### src/rtl/x1_serializer_if.sv
// x1_serializer_if: word handshake between an upstream producer and x1_serializer
//   in_valid  producer -> serializer  word available
//   in_ready  serializer -> producer  word accepted on this edge if valid
//   in_data   producer -> serializer  word, only bits [in_len-1:0] are used
//   in_len    producer -> serializer  number of bits to send (1..WIDTH legal)
interface x1_serializer_if #(
    parameter int WIDTH = 64,
    parameter int LEN_W = $clog2(WIDTH + 1)
);
    logic             in_valid;
    logic             in_ready;
    logic [WIDTH-1:0] in_data;
    logic [LEN_W-1:0] in_len;

    modport master (output in_valid, in_data, in_len, input in_ready);
    modport slave  (input in_valid, in_data, in_len, output in_ready);
endinterface

### src/rtl/x1_serializer.sv
// x1_serializer: parallel-to-serial front end, MSB-first, one bit per enabled cycle
//   clk       rising-edge clock
//   reset     asynchronous active-high reset
//   bus       word handshake (in_valid/in_ready/in_data/in_len)
//   shift_en  advance enable; low holds the current bit
//   x1        registered serial bit
//   x1_valid  x1 carries a payload bit
//   done      one-cycle pulse after the last bit of a word retires
//   len_err   one-cycle pulse when a word with an illegal length is accepted
module x1_serializer #(
    parameter int WIDTH = 64,
    parameter int LEN_W = $clog2(WIDTH + 1)
) (
    input  logic                clk,
    input  logic                reset,
    x1_serializer_if.slave      bus,
    input  logic                shift_en,
    output logic                x1,
    output logic                x1_valid,
    output logic                done,
    output logic                len_err
);
    typedef enum logic {IDLE, SHIFT} state_t;

    state_t           state, state_n;
    logic [WIDTH-1:0] sreg, sreg_n, load_word;
    logic [LEN_W-1:0] cnt, cnt_n;
    logic             legal, xfer, advance, last, x1_n, x1_valid_n;

    assign legal     = bus.in_len != '0 && bus.in_len <= LEN_W'(WIDTH);
    // left-justify so the first bit to send sits in the MSB
    assign load_word = bus.in_data << (LEN_W'(WIDTH) - bus.in_len);
    assign advance   = state == SHIFT && shift_en;
    assign last      = advance && cnt == LEN_W'(1);
    // ready during the last bit lets the next word load with no gap cycle
    assign bus.in_ready = !reset && (state == IDLE || last);
    assign xfer      = bus.in_valid && bus.in_ready;

    always_ff @(posedge clk or posedge reset) begin
        if (reset) begin
            state    <= IDLE;
            sreg     <= '0;
            cnt      <= '0;
            x1       <= 1'b0;
            x1_valid <= 1'b0;
            done     <= 1'b0;
            len_err  <= 1'b0;
        end else begin
            state    <= state_n;
            sreg     <= sreg_n;
            cnt      <= cnt_n;
            x1       <= x1_n;
            x1_valid <= x1_valid_n;
            done     <= last;
            len_err  <= xfer && !legal;
        end
    end

    always_comb begin
        state_n = xfer ? (legal ? SHIFT : IDLE) : (last ? IDLE : state);
        sreg_n  = xfer ? (legal ? load_word : '0) : (advance ? sreg << 1 : sreg);
        cnt_n   = xfer ? (legal ? bus.in_len : '0) : (advance ? cnt - LEN_W'(1) : cnt);
    end

    // x1 mirrors sreg MSB, so the bit after a shift is the current sreg[WIDTH-2]
    always_comb begin
        x1_n       = xfer ? (legal && load_word[WIDTH-1]) : last ? 1'b0 : advance ? sreg[WIDTH-2] : x1;
        x1_valid_n = xfer ? legal : last ? 1'b0 : x1_valid;
    end
endmodule

### src/flat_wrapper.sv
// flat-port wrapper written by rule: the top's interface ports become plain ports
module x1_serializer_flat 
#(
    parameter int WIDTH = 64,
    parameter int LEN_W = $clog2(WIDTH + 1)
)
  (clk, reset, shift_en, x1, x1_valid, done, len_err, bus_in_valid, bus_in_data, bus_in_len, bus_in_ready);
  x1_serializer_if #(.WIDTH(WIDTH), .LEN_W(LEN_W)) bus_i ();
  input  logic clk;
  input  logic reset;
  input  logic shift_en;
  output logic x1;
  output logic x1_valid;
  output logic done;
  output logic len_err;
  input wire logic [$bits(bus_i.in_valid)-1:0] bus_in_valid;
  input wire logic [$bits(bus_i.in_data)-1:0] bus_in_data;
  input wire logic [$bits(bus_i.in_len)-1:0] bus_in_len;
  output wire logic [$bits(bus_i.in_ready)-1:0] bus_in_ready;
  assign bus_i.in_valid = bus_in_valid;
  assign bus_i.in_data = bus_in_data;
  assign bus_i.in_len = bus_in_len;
  assign bus_in_ready = bus_i.in_ready;
  x1_serializer #(.WIDTH(WIDTH), .LEN_W(LEN_W)) u_core (.clk(clk), .reset(reset), .bus(bus_i), .shift_en(shift_en), .x1(x1), .x1_valid(x1_valid), .done(done), .len_err(len_err));
endmodule
### config.mk
export PLATFORM = sky130hd
export DESIGN_NAME = x1_serializer_flat
export DESIGN_NICKNAME = d
export VERILOG_FILES = /design/src/rtl/x1_serializer_if.sv /design/src/rtl/x1_serializer.sv /design/src/flat_wrapper.sv
export SDC_FILE = /design/constraint.sdc
export NUM_CORES = 1
export LEC_CHECK = 0
export BUFFER_PORTS_ARGS = -buffer_cell sky130_fd_sc_hd__buf_2
export CAP_MARGIN = 20
export CORE_MARGIN = 2
export CORE_UTILIZATION = 51
export CTS_BUF_LIST = sky130_fd_sc_hd__clkbuf_4 sky130_fd_sc_hd__clkbuf_8 sky130_fd_sc_hd__clkbuf_16
export DETAILED_ROUTE_END_ITERATION = 16
export PLACE_DENSITY_LB_ADDON = 0.1
export SLEW_MARGIN = 40
export SYNTH_ARGS = -nofsm -noshare
export SYNTH_HDL_FRONTEND = slang
export SYNTH_SLANG_ARGS = --single-unit
### constraint.sdc
create_clock -name clk -period 4.1 [get_ports clk]
set_input_delay 0.82 -clock clk [delete_from_list [all_inputs] [get_ports clk]]
set_output_delay 0.82 -clock clk [all_outputs]
set_load 0.005 [all_outputs]
==> Yosys cells after proc, flatten, opt, wreduce, memory -nomap -nowiden <==
Cells that the tools add are included.
{ "classes": {"addsub": 2, "multipliers": 0, "div_mod_pow": 0, "n_lt_le_gt_ge": 1, "n_eq_ne": 1, "shift": 1, "muxes": 13, "bitwise_logic": 1, "n_reduce_logical": 14} }
{ "ops": {"columns": ["operator", "n"], "rows": [
  ["$mux 63", 3],
  ["$shl 64x7->64", 1],
  ["$mux 7", 3],
  ["$eq 7x1->1 const B", 1],
  ["$le 7x7->1 const B", 1],
  ["$logic_and 1x1->1", 7],
  ["$mux 1", 7],
  ["$reduce_bool 7->1", 1],
  ["$sub 7x1->7 const B", 1],
  ["$sub 7x7->7 const A", 1],
  ["$reduce_bool 2->1", 2],
  ["$reduce_bool 3->1", 1],
  ["$logic_not 1->1", 2],
  ["$logic_or 1x1->1", 1],
  ["$not 1->1", 1]
]} }
{ "word_totals": {"register_bits": 75, "latchBits": 0, "ramBits": 0, "romBits": 0, "inputBits": 75, "out_inout_bits": 5, "word_cells": 40, "memories": 0} }

==> Depth between registers and ports, before layout <==
Gate-level depths: netlist of run 1.
{ "depth": {"depth_word": 6, "mapped_depth": 16, "depth_no_buf": 8} }

==> Worst setup path before layout of run 1 <==
OpenSTA, ideal clock, no wires.
{ "synth_timing": {"path_type": "input port to flip-flop", "start": "input bus_in_len[0]", "end": "register u_core.sreg[27]", "setup_time_ps": 119, "t_arrival_ps": 4034, "required_ps": 3981, "slack_ps": -53, "cell_stages": 14, "n_path_buf": 7, "path_cell_list": "buf_2 -> inv_2 -> buf_2 -> buf_2 -> buf_2 -> ha_1 -> buf_2 -> buf_2 -> buf_2 -> mux2_2 -> mux4_2 -> a222oi_1 -> o21ai_0 -> o21a_1"} }
{ "synth_between": {"elab_chain_len": 4, "elab_cells_between_ends": 7, "classes_between": "add/sub: 1; order compare: 1; shift: 1; mux: 2; reduce/logical: 2"} }
{ "synth_rtl": {"columns": ["item", "line", "rtl"], "rows": [
  ["from (decl)", "flat_wrapper.sv:18", "input wire logic [$bits(bus_i.in_len)-1:0] bus_in_len;"],
  ["$sub 7x7->7, or another cell as far along", "x1_serializer.sv:32", "assign load_word = bus.in_data << (LEN_W'(WIDTH) - bus.in_len);"],
  ["$shl 64x7->64 or $logic_and 1x1->1 (tied branches)", "x1_serializer.sv:32, x1_serializer.sv:30", null],
  ["$mux 63 (*) (2 in a row)", "x1_serializer.sv:61", "sreg_n = xfer ? (legal ? load_word : '0) : (advance ? sreg << 1 : sreg);"],
  ["to (signal assigned)", "x1_serializer.sv:50", "sreg <= sreg_n;"],
  ["to (decl)", "x1_serializer.sv:26", "logic [WIDTH-1:0] sreg, sreg_n, load_word;"]
]} }
Every way passes the cells marked *; elsewhere a longest branch is shown, timed or not.
A chain may end at the register's enable or synchronous reset.

==> Worst setup path in the final report of run 1 <==
{ "layout_timing": {"start": "input bus_in_len[1]", "end": "register u_core.sreg[37]"} }
The elaborated chain is that of the path after synthesis.

==> metrics.json, run 1 <==
{
  "status": "finished clean",
  "grt_pass1_vias": 7437,
  "synth.ff_latch_count": 74,
  "postCtsHoldBufs": 0,
  "post_route_cell_area_mm2": 0.00874,
  "worst_r2r_path_depth": 7,
  "power-per-cell-area_mw_per_mm2": 469,
  "first_iter_violations": 944,
  "critPathSlowestCell": "sky130_fd_sc_hd__ha_4",
  "avgRoutedWirePerCell_um": 25.0,
  "finalWorstPathRequiredPeriod_ns": 3.35,
  "cts.path.max_buffers": 2,
  "boundaryPins": 80,
  "fin_tns_setup_ns": 0,
  "tritoncts_num_sinks": 74,
  "postSynthNetCount": 941,
  "critical_path.startpoint_type": "input pin",
  "rr_endpoint": "u_core.sreg[53]",
  "synth_sequential_area_ratio_pct": 23.8,
  "total_global_routing_overflow": 0,
  "hp-class": "reg2reg",
  "floorplan.die.height_um": 128,
  "cts_inserted_buffers": 9,
  "synth.most_common_cell": "sky130_fd_sc_hd__mux2i_1",
  "synthToLayoutAreaGrowth_pct": 12.3,
  "finalWirelength_um": 27700,
  "final.period_utilization_pct": 81.8,
  "port-buffer-count": 79,
  "chipWidth_um": 128,
  "yosys.cell_types.count": 74,
  "critical_path.cell_chain": "buf_2 > inv_1 > ha_4 > buf_4 > mux2_2 > mux4_2 > nor2_1 > a211oi_1 > o21ai_0 > a31oi_1",
  "postSynth.topFlopCell": "sky130_fd_sc_hd__dfrtp_1",
  "dieArea_mm2": 0.0163,
  "timing.critical_path.to_type": "flip-flop",
  "maxCapViolCount": 0,
  "finalSetupViolCount": 0,
  "synth_edf_count": 0,
  "number_of_antenna_violations_at_the_first_check_in_global_routing": 0,
  "hold_path.startpoint": "u_core.sreg[19]",
  "maxSlewViolCount": 0,
  "worst_ep_arrival_time_ns": 3.56,
  "htree_num_levels": 3,
  "critical_path.endpoint": "u_core.sreg[37]",
  "highest_fanout_seen_on_the_critical_path": 35,
  "synth.yosys.warnings": 0,
  "track_usage_pct": 34.6,
  "final.setup_skew_ns": 0.00517,
  "synth.area.top_cells": "sky130_fd_sc_hd__dfrtp_1, sky130_fd_sc_hd__mux4_2, sky130_fd_sc_hd__mux2i_1",
  "root_buffer": "sky130_fd_sc_hd__clkbuf_16",
  "static-leakage-power_uw": 0.00355,
  "avgSynthCellArea_um2": 9.01,
  "nets": 994,
  "yosysTopAreaCell": "sky130_fd_sc_hd__dfrtp_1",
  "drt-vias-per-instance": 6.92,
  "grt_pass1_wl_um": 43600,
  "cp.buffers_inverters": 3,
  "timing.reg2reg.setup_slack_ns": 0.91,
  "synth.cells.most_frequent": "sky130_fd_sc_hd__mux2i_1, sky130_fd_sc_hd__o21ai_0, sky130_fd_sc_hd__nor2_1",
  "grt_max_degree": 75,
  "timing.hold.ws_ns": 0.486,
  "timing.final.hold_violations": 0,
  "timing.critical_path.slowest_cell_delay_ns": 0.56,
  "synthCells": 863,
  "postCtsSetupBuffers": 0,
  "globalplace.congestion": 0.988,
  "row_count": 45,
  "drt_pass1_iterations": 6,
  "detail_route.drc_violations": 0,
  "cp_data_required_time_ns": 4.31,
  "finish.utilization_pct": 58.1,
  "clock_tree_from_tritoncts": "done",
  "timing.fmax_mhz": 298,
  "async_reset_ff_share_pct": 100,
  "post-dp-hpwl_um": 20800,
  "final_antenna_net_count": 0,
  "total_inserted_antenna_cells": 0,
  "final_layout_size_suffix_gt1_share_pct": 26.4,
  "worstSetupStartpoint": "bus_in_len[1]",
  "tightestPinTransition_ns": 0.792,
  "power.ir.vdd_worst_uv": 229,
  "setup.worst_path.class": "in2reg",
  "rsz0062_at_grt": "no",
  "crit-reg2reg-launch": "u_core.cnt[2]",
  "cp.depth": 10,
  "floorplan.initialDensity_pct": 51.7,
  "slew_headroom_pct": 47.0,
  "vias": 7669,
  "clock_insertion_delay_worst_skew_ns": 0.34,
  "clk_pin_slew_worst_paths_ns": 0.06,
  "fp.coreArea_mm2": 0.0150,
  "power.total_uw": 4100,
  "post_synth_instance_area_mm2": 0.00778,
  "placed_cell_area_mm2": 0.00845,
  "cp_top_family": "multiplexers",
  "area_share_of_the_largest_cell_type_after_synthesis_pct": 23.8,
  "cts-resized-gates": 0
}
==> layout make-up <==
cell class	count	area [um2]
clock buffer	11	253
fill	1421	6300
tap	188	235
inverter	8	30.0
multi-input combinational	704	5610
sequential	74	1850
clock inverter	5	36.3
timing repair buffer	119	724
==> layout by cell type (no fill, tap or decap), types with 6 or more instances in the layout <==
cell type / n
sky130_fd_sc_hd__mux2i_1: 102
sky130_fd_sc_hd__o21ai_0: 88
sky130_fd_sc_hd__nor2_1: 81
sky130_fd_sc_hd__buf_2: 79
sky130_fd_sc_hd__nand2_1: 77
sky130_fd_sc_hd__dfrtp_1: 74
sky130_fd_sc_hd__mux4_2: 47
sky130_fd_sc_hd__a21oi_1: 40
sky130_fd_sc_hd__mux2_2: 37
sky130_fd_sc_hd__buf_4: 37
sky130_fd_sc_hd__nand3_1: 19
sky130_fd_sc_hd__o21a_1: 17
sky130_fd_sc_hd__a31oi_1: 15
sky130_fd_sc_hd__nor3_1: 9
sky130_fd_sc_hd__a211oi_1: 9
sky130_fd_sc_hd__clkbuf_16: 9
sky130_fd_sc_hd__and2_1: 8
sky130_fd_sc_hd__nand2b_1: 8
sky130_fd_sc_hd__or3_1: 7
sky130_fd_sc_hd__o31ai_1: 7
sky130_fd_sc_hd__and3_1: 7
sky130_fd_sc_hd__o221ai_1: 7
sky130_fd_sc_hd__o22ai_1: 7
sky130_fd_sc_hd__inv_1: 6
sky130_fd_sc_hd__nand4_1: 6
sky130_fd_sc_hd__nor4_1: 6
sky130_fd_sc_hd__o32a_1: 6
sky130_fd_sc_hd__o211ai_1: 6
==> kinds of logic after synthesis <==
| group | after synthesis | synth area share [%] |
|---|---|---|
| AOI/OAI and AO/OA | 252 | 21.0 |
| xor gates and xnor gates | 12 | 1.79 |
| adders and majority gates | 3 | 0.483 |
| buffers and inverters | 85 | 5.34 |
| DFF | 74 | 23.8 |
| muxes | 187 | 32.4 |
| and+or+nand+nor | 250 | 15.2 |
==> metrics by stage <==
stage,std cells,worst slack [ns]
2_1_floorplan,863,0.00908
5_1_grt,1109,0.597
3_3_place_gp,1093,0.484
6_report,1109,0.745
4_1_cts,1109,0.743
3_5_place_dp,1093,0.380
==> power by group <==
group | internal [uW] | switching (uW) | total (uW)
clock | 444 | 324 | 768
combinational | 865 | 1150 | 2010
sequential | 1090 | 228 | 1320
total | 2400 | 1700 | 4100
==> registers in the layout (all words and copies together) (netlist names) <==
| name | count |
|---|---|
| u_core.done | 1 |
| u_core.state | 1 |
| u_core.len_err | 1 |
| u_core.x1 | 1 |
| u_core.sreg | 63 |
| u_core.cnt | 7 |
==> metal layers <==
layer,track usage [%],vias up,part of all wire (%)
li1,-,3403,-
met1,51.0,3798,44
met2,52.3,403,45
met3,4.36,65,7.6
met4,12.7,0,3.4
met5,0,-,0
==> worst min-delay path by stage <==
| stage | slack [ns] | end | depth (start not counted) |
|---|---|---|---|
| after global placement | 0.47 | u_core.sreg[13] | 1 |
| after floorplan | 0.46 | u_core.sreg[3] | 1 |
| after CTS | 0.49 | u_core.sreg[19] | 1 |
| after detailed placement | 0.47 | u_core.sreg[19] | 1 |
| final | 0.49 | u_core.sreg[19] | 1 |
| after global routing | 0.50 | u_core.sreg[19] | 1 |
No activity file was read; power rests on OpenSTA's default activity.
==> run 2, diff against run 1 <==
clock period = 3.34 ns   (was 4.1 ns; I/O delays follow)
==> metrics.json, run 2 (synthesized netlist as in run 1, its figures left out) <==
{
  "status": "finished clean",
  "grt_pass1_wl_um": 43500,
  "track_usage_pct": 34.4,
  "avgRoutedWirePerCell_um": 24.2,
  "top_regs": "u_core.sreg (63), u_core.cnt (7)",
  "switching_share_pct": 41.1,
  "clock_insertion_delay_worst_skew_ns": 0.33,
  "grt_pass1_vias": 7561,
  "clk_pin_slew_worst_paths_ns": 0.06,
  "fin_tns_setup_ns": 0,
  "p_sw_uw": 2090,
  "nFillCells": 1312,
  "final_antenna_net_count": 0,
  "htree_num_levels": 3,
  "tightestPinTransition_ns": 0.813,
  "timing.fmax_mhz": 332,
  "regArea_mm2": 0.00185,
  "largest_register_ffs": 63,
  "number_of_antenna_violations_at_the_first_check_in_global_routing": 0,
  "critPathSlowestCell": "sky130_fd_sc_hd__mux4_2",
  "highest_fanout_seen_on_the_critical_path": 28,
  "timing.final.hold_violations": 0,
  "setup.worst_path.class": "in2reg",
  "row_count": 45,
  "maxSlewViolCount": 0,
  "total_inserted_antenna_cells": 0,
  "post-dp-hpwl_um": 21000,
  "critical_path.cell_chain": "buf_2 > inv_8 > ha_4 > buf_12 > mux2_2 > mux4_2 > nor2_1 > a211oi_1 > o21ai_0 > buf_4 > a31oi_1",
  "power-per-cell-area_mw_per_mm2": 560,
  "clkPwrFrac_pct": 18.0,
  "power.total_uw": 5080,
  "vias": 7835,
  "grt_max_degree": 75,
  "p_int_uw": 2990,
  "post_route_cell_area_mm2": 0.00907,
  "floorplan.initialDensity_pct": 51.7,
  "root_buffer": "sky130_fd_sc_hd__clkbuf_16",
  "timing.critical_path.to_type": "flip-flop",
  "worst_ep_arrival_time_ns": 3.23,
  "dieArea_mm2": 0.0163,
  "commonest_cells_after_routing_fill_and_taps_aside": "sky130_fd_sc_hd__mux2i_1, sky130_fd_sc_hd__o21ai_0, sky130_fd_sc_hd__nor2_1, sky130_fd_sc_hd__buf_2, sky130_fd_sc_hd__nand2_1",
  "most_common_cell_after_layout_fill_and_taps_aside": "sky130_fd_sc_hd__mux2i_1",
  "fp.coreArea_mm2": 0.0150,
  "chipWidth_um": 128,
  "timing.critical_path.slowest_cell_delay_ns": 0.57,
  "maxCapViolCount": 0,
  "rsz0062_at_grt": "no",
  "postCtsSetupBuffers": 0,
  "final.period_utilization_pct": 90.2,
  "finalWirelength_um": 27600,
  "globalplace.congestion": 1.01,
  "max_flop_register": "u_core.sreg",
  "multi_input_comb_area_mm2": 0.00563,
  "cts.path.max_buffers": 2,
  "final_layout_size_suffix_gt1_share_pct": 29.0,
  "finalWorstPathRequiredPeriod_ns": 3.01,
  "synthToLayoutAreaGrowth_pct": 16.6,
  "cts_inserted_buffers": 9,
  "drt-vias-per-instance": 6.87,
  "cp.buffers_inverters": 4,
  "pwr-share-seq_pct": 31.8,
  "finalSetupViolCount": 0,
  "cts-resized-gates": 0,
  "floorplan.die.height_um": 128,
  "placed_cell_area_mm2": 0.00879,
  "hp-class": "reg2reg",
  "critical_path.startpoint_type": "input pin",
  "port-buffer-count": 79,
  "nets": 1025,
  "postCtsHoldBufs": 0,
  "cp_top_family": "multiplexers",
  "clock_tree_from_tritoncts": "done",
  "cp_data_required_time_ns": 3.55,
  "drt_pass1_iterations": 6,
  "total_global_routing_overflow": 0,
  "power.ir.vdd_worst_uv": 291,
  "first_iter_violations": 918,
  "tritoncts_num_sinks": 74,
  "power_frac_comb_pct": 50.1,
  "slew_headroom_pct": 45.6,
  "static-leakage-power_uw": 0.00373,
  "boundaryPins": 80,
  "final.setup_skew_ns": 0.00578,
  "detail_route.drc_violations": 0
}
run 2: worst register-to-register path, cell delays in order, from the launching register on:
cell and delay (ns):
sky130_fd_sc_hd__dfrtp_1 0.43, sky130_fd_sc_hd__or4_4 0.59, sky130_fd_sc_hd__o41ai_4 0.32, sky130_fd_sc_hd__nand4_2 0.30
sky130_fd_sc_hd__buf_4 0.25, sky130_fd_sc_hd__nor3_2 0.60, sky130_fd_sc_hd__and2_1 0.26, sky130_fd_sc_hd__o32a_1 0.15
run 2: power by group through the flow:
stage | Clock [uW] | Combinational (uW) | Sequential (uW)
detailed placement | 0 | 2490 | 1620
floorplan | 0 | 1820 | 1520
finish | 915 | 2550 | 1620
global route | 958 | 2770 | 1660
CTS | 924 | 2500 | 1610
global placement | 0 | 2450 | 1600
run 2: path summary, 6_finish.rpt:
path                                 start         endpoint  slack, ns  cells past startpoint
max reg2reg                  u_core.cnt[2]  u_core.sreg[47]       0.39                      7
min reg2reg                u_core.sreg[13]  u_core.sreg[13]       0.49                      1
max in group asynchronous            reset   u_core.sreg[8]       2.28                      3
min in group asynchronous            reset      u_core.done       0.57                      3
min                        u_core.sreg[13]  u_core.sreg[13]       0.49                      1
max                          bus_in_len[0]  u_core.sreg[37]       0.33                     11
run 2: layout make-up:
type                       instances  area share, %
sequential                        74           20.4
clock inverter                     5          0.331
clock buffer                      11           2.72
timing repair buffer             150           11.4
multi-input combinational        704           62.1
inverter                           8          0.455
tap                              188           2.59
run 2: routing by layer:
| layer | GRT usage, % | wire length, um | vias to the layer above |
|---|---|---|---|
| li1 | - | - | 3479 |
| met1 | 49.4 | 11800 | 3839 |
| met2 | 52.5 | 12300 | 450 |
| met3 | 6.66 | 2570 | 67 |
| met4 | 11.2 | 856 | 0 |
| met5 | 0 | 0 | - |
run 2: through the flow:
| step | utilization (%) | setup WS [ns] | hold WS [ns] | std cells |
|---|---|---|---|---|
| 2_1_floorplan | - | -0.0269 | 0.459 | 863 |
| 3_3_place_gp | 58.4 | 0.0216 | 0.468 | 1124 |
| 3_5_place_dp | 58.5 | 0.0183 | 0.476 | 1124 |
| 4_1_cts | 60.3 | 0.362 | 0.489 | 1140 |
| 5_1_grt | 60.3 | 0.204 | 0.505 | 1140 |
| 6_report | 60.3 | 0.327 | 0.490 | 1140 |
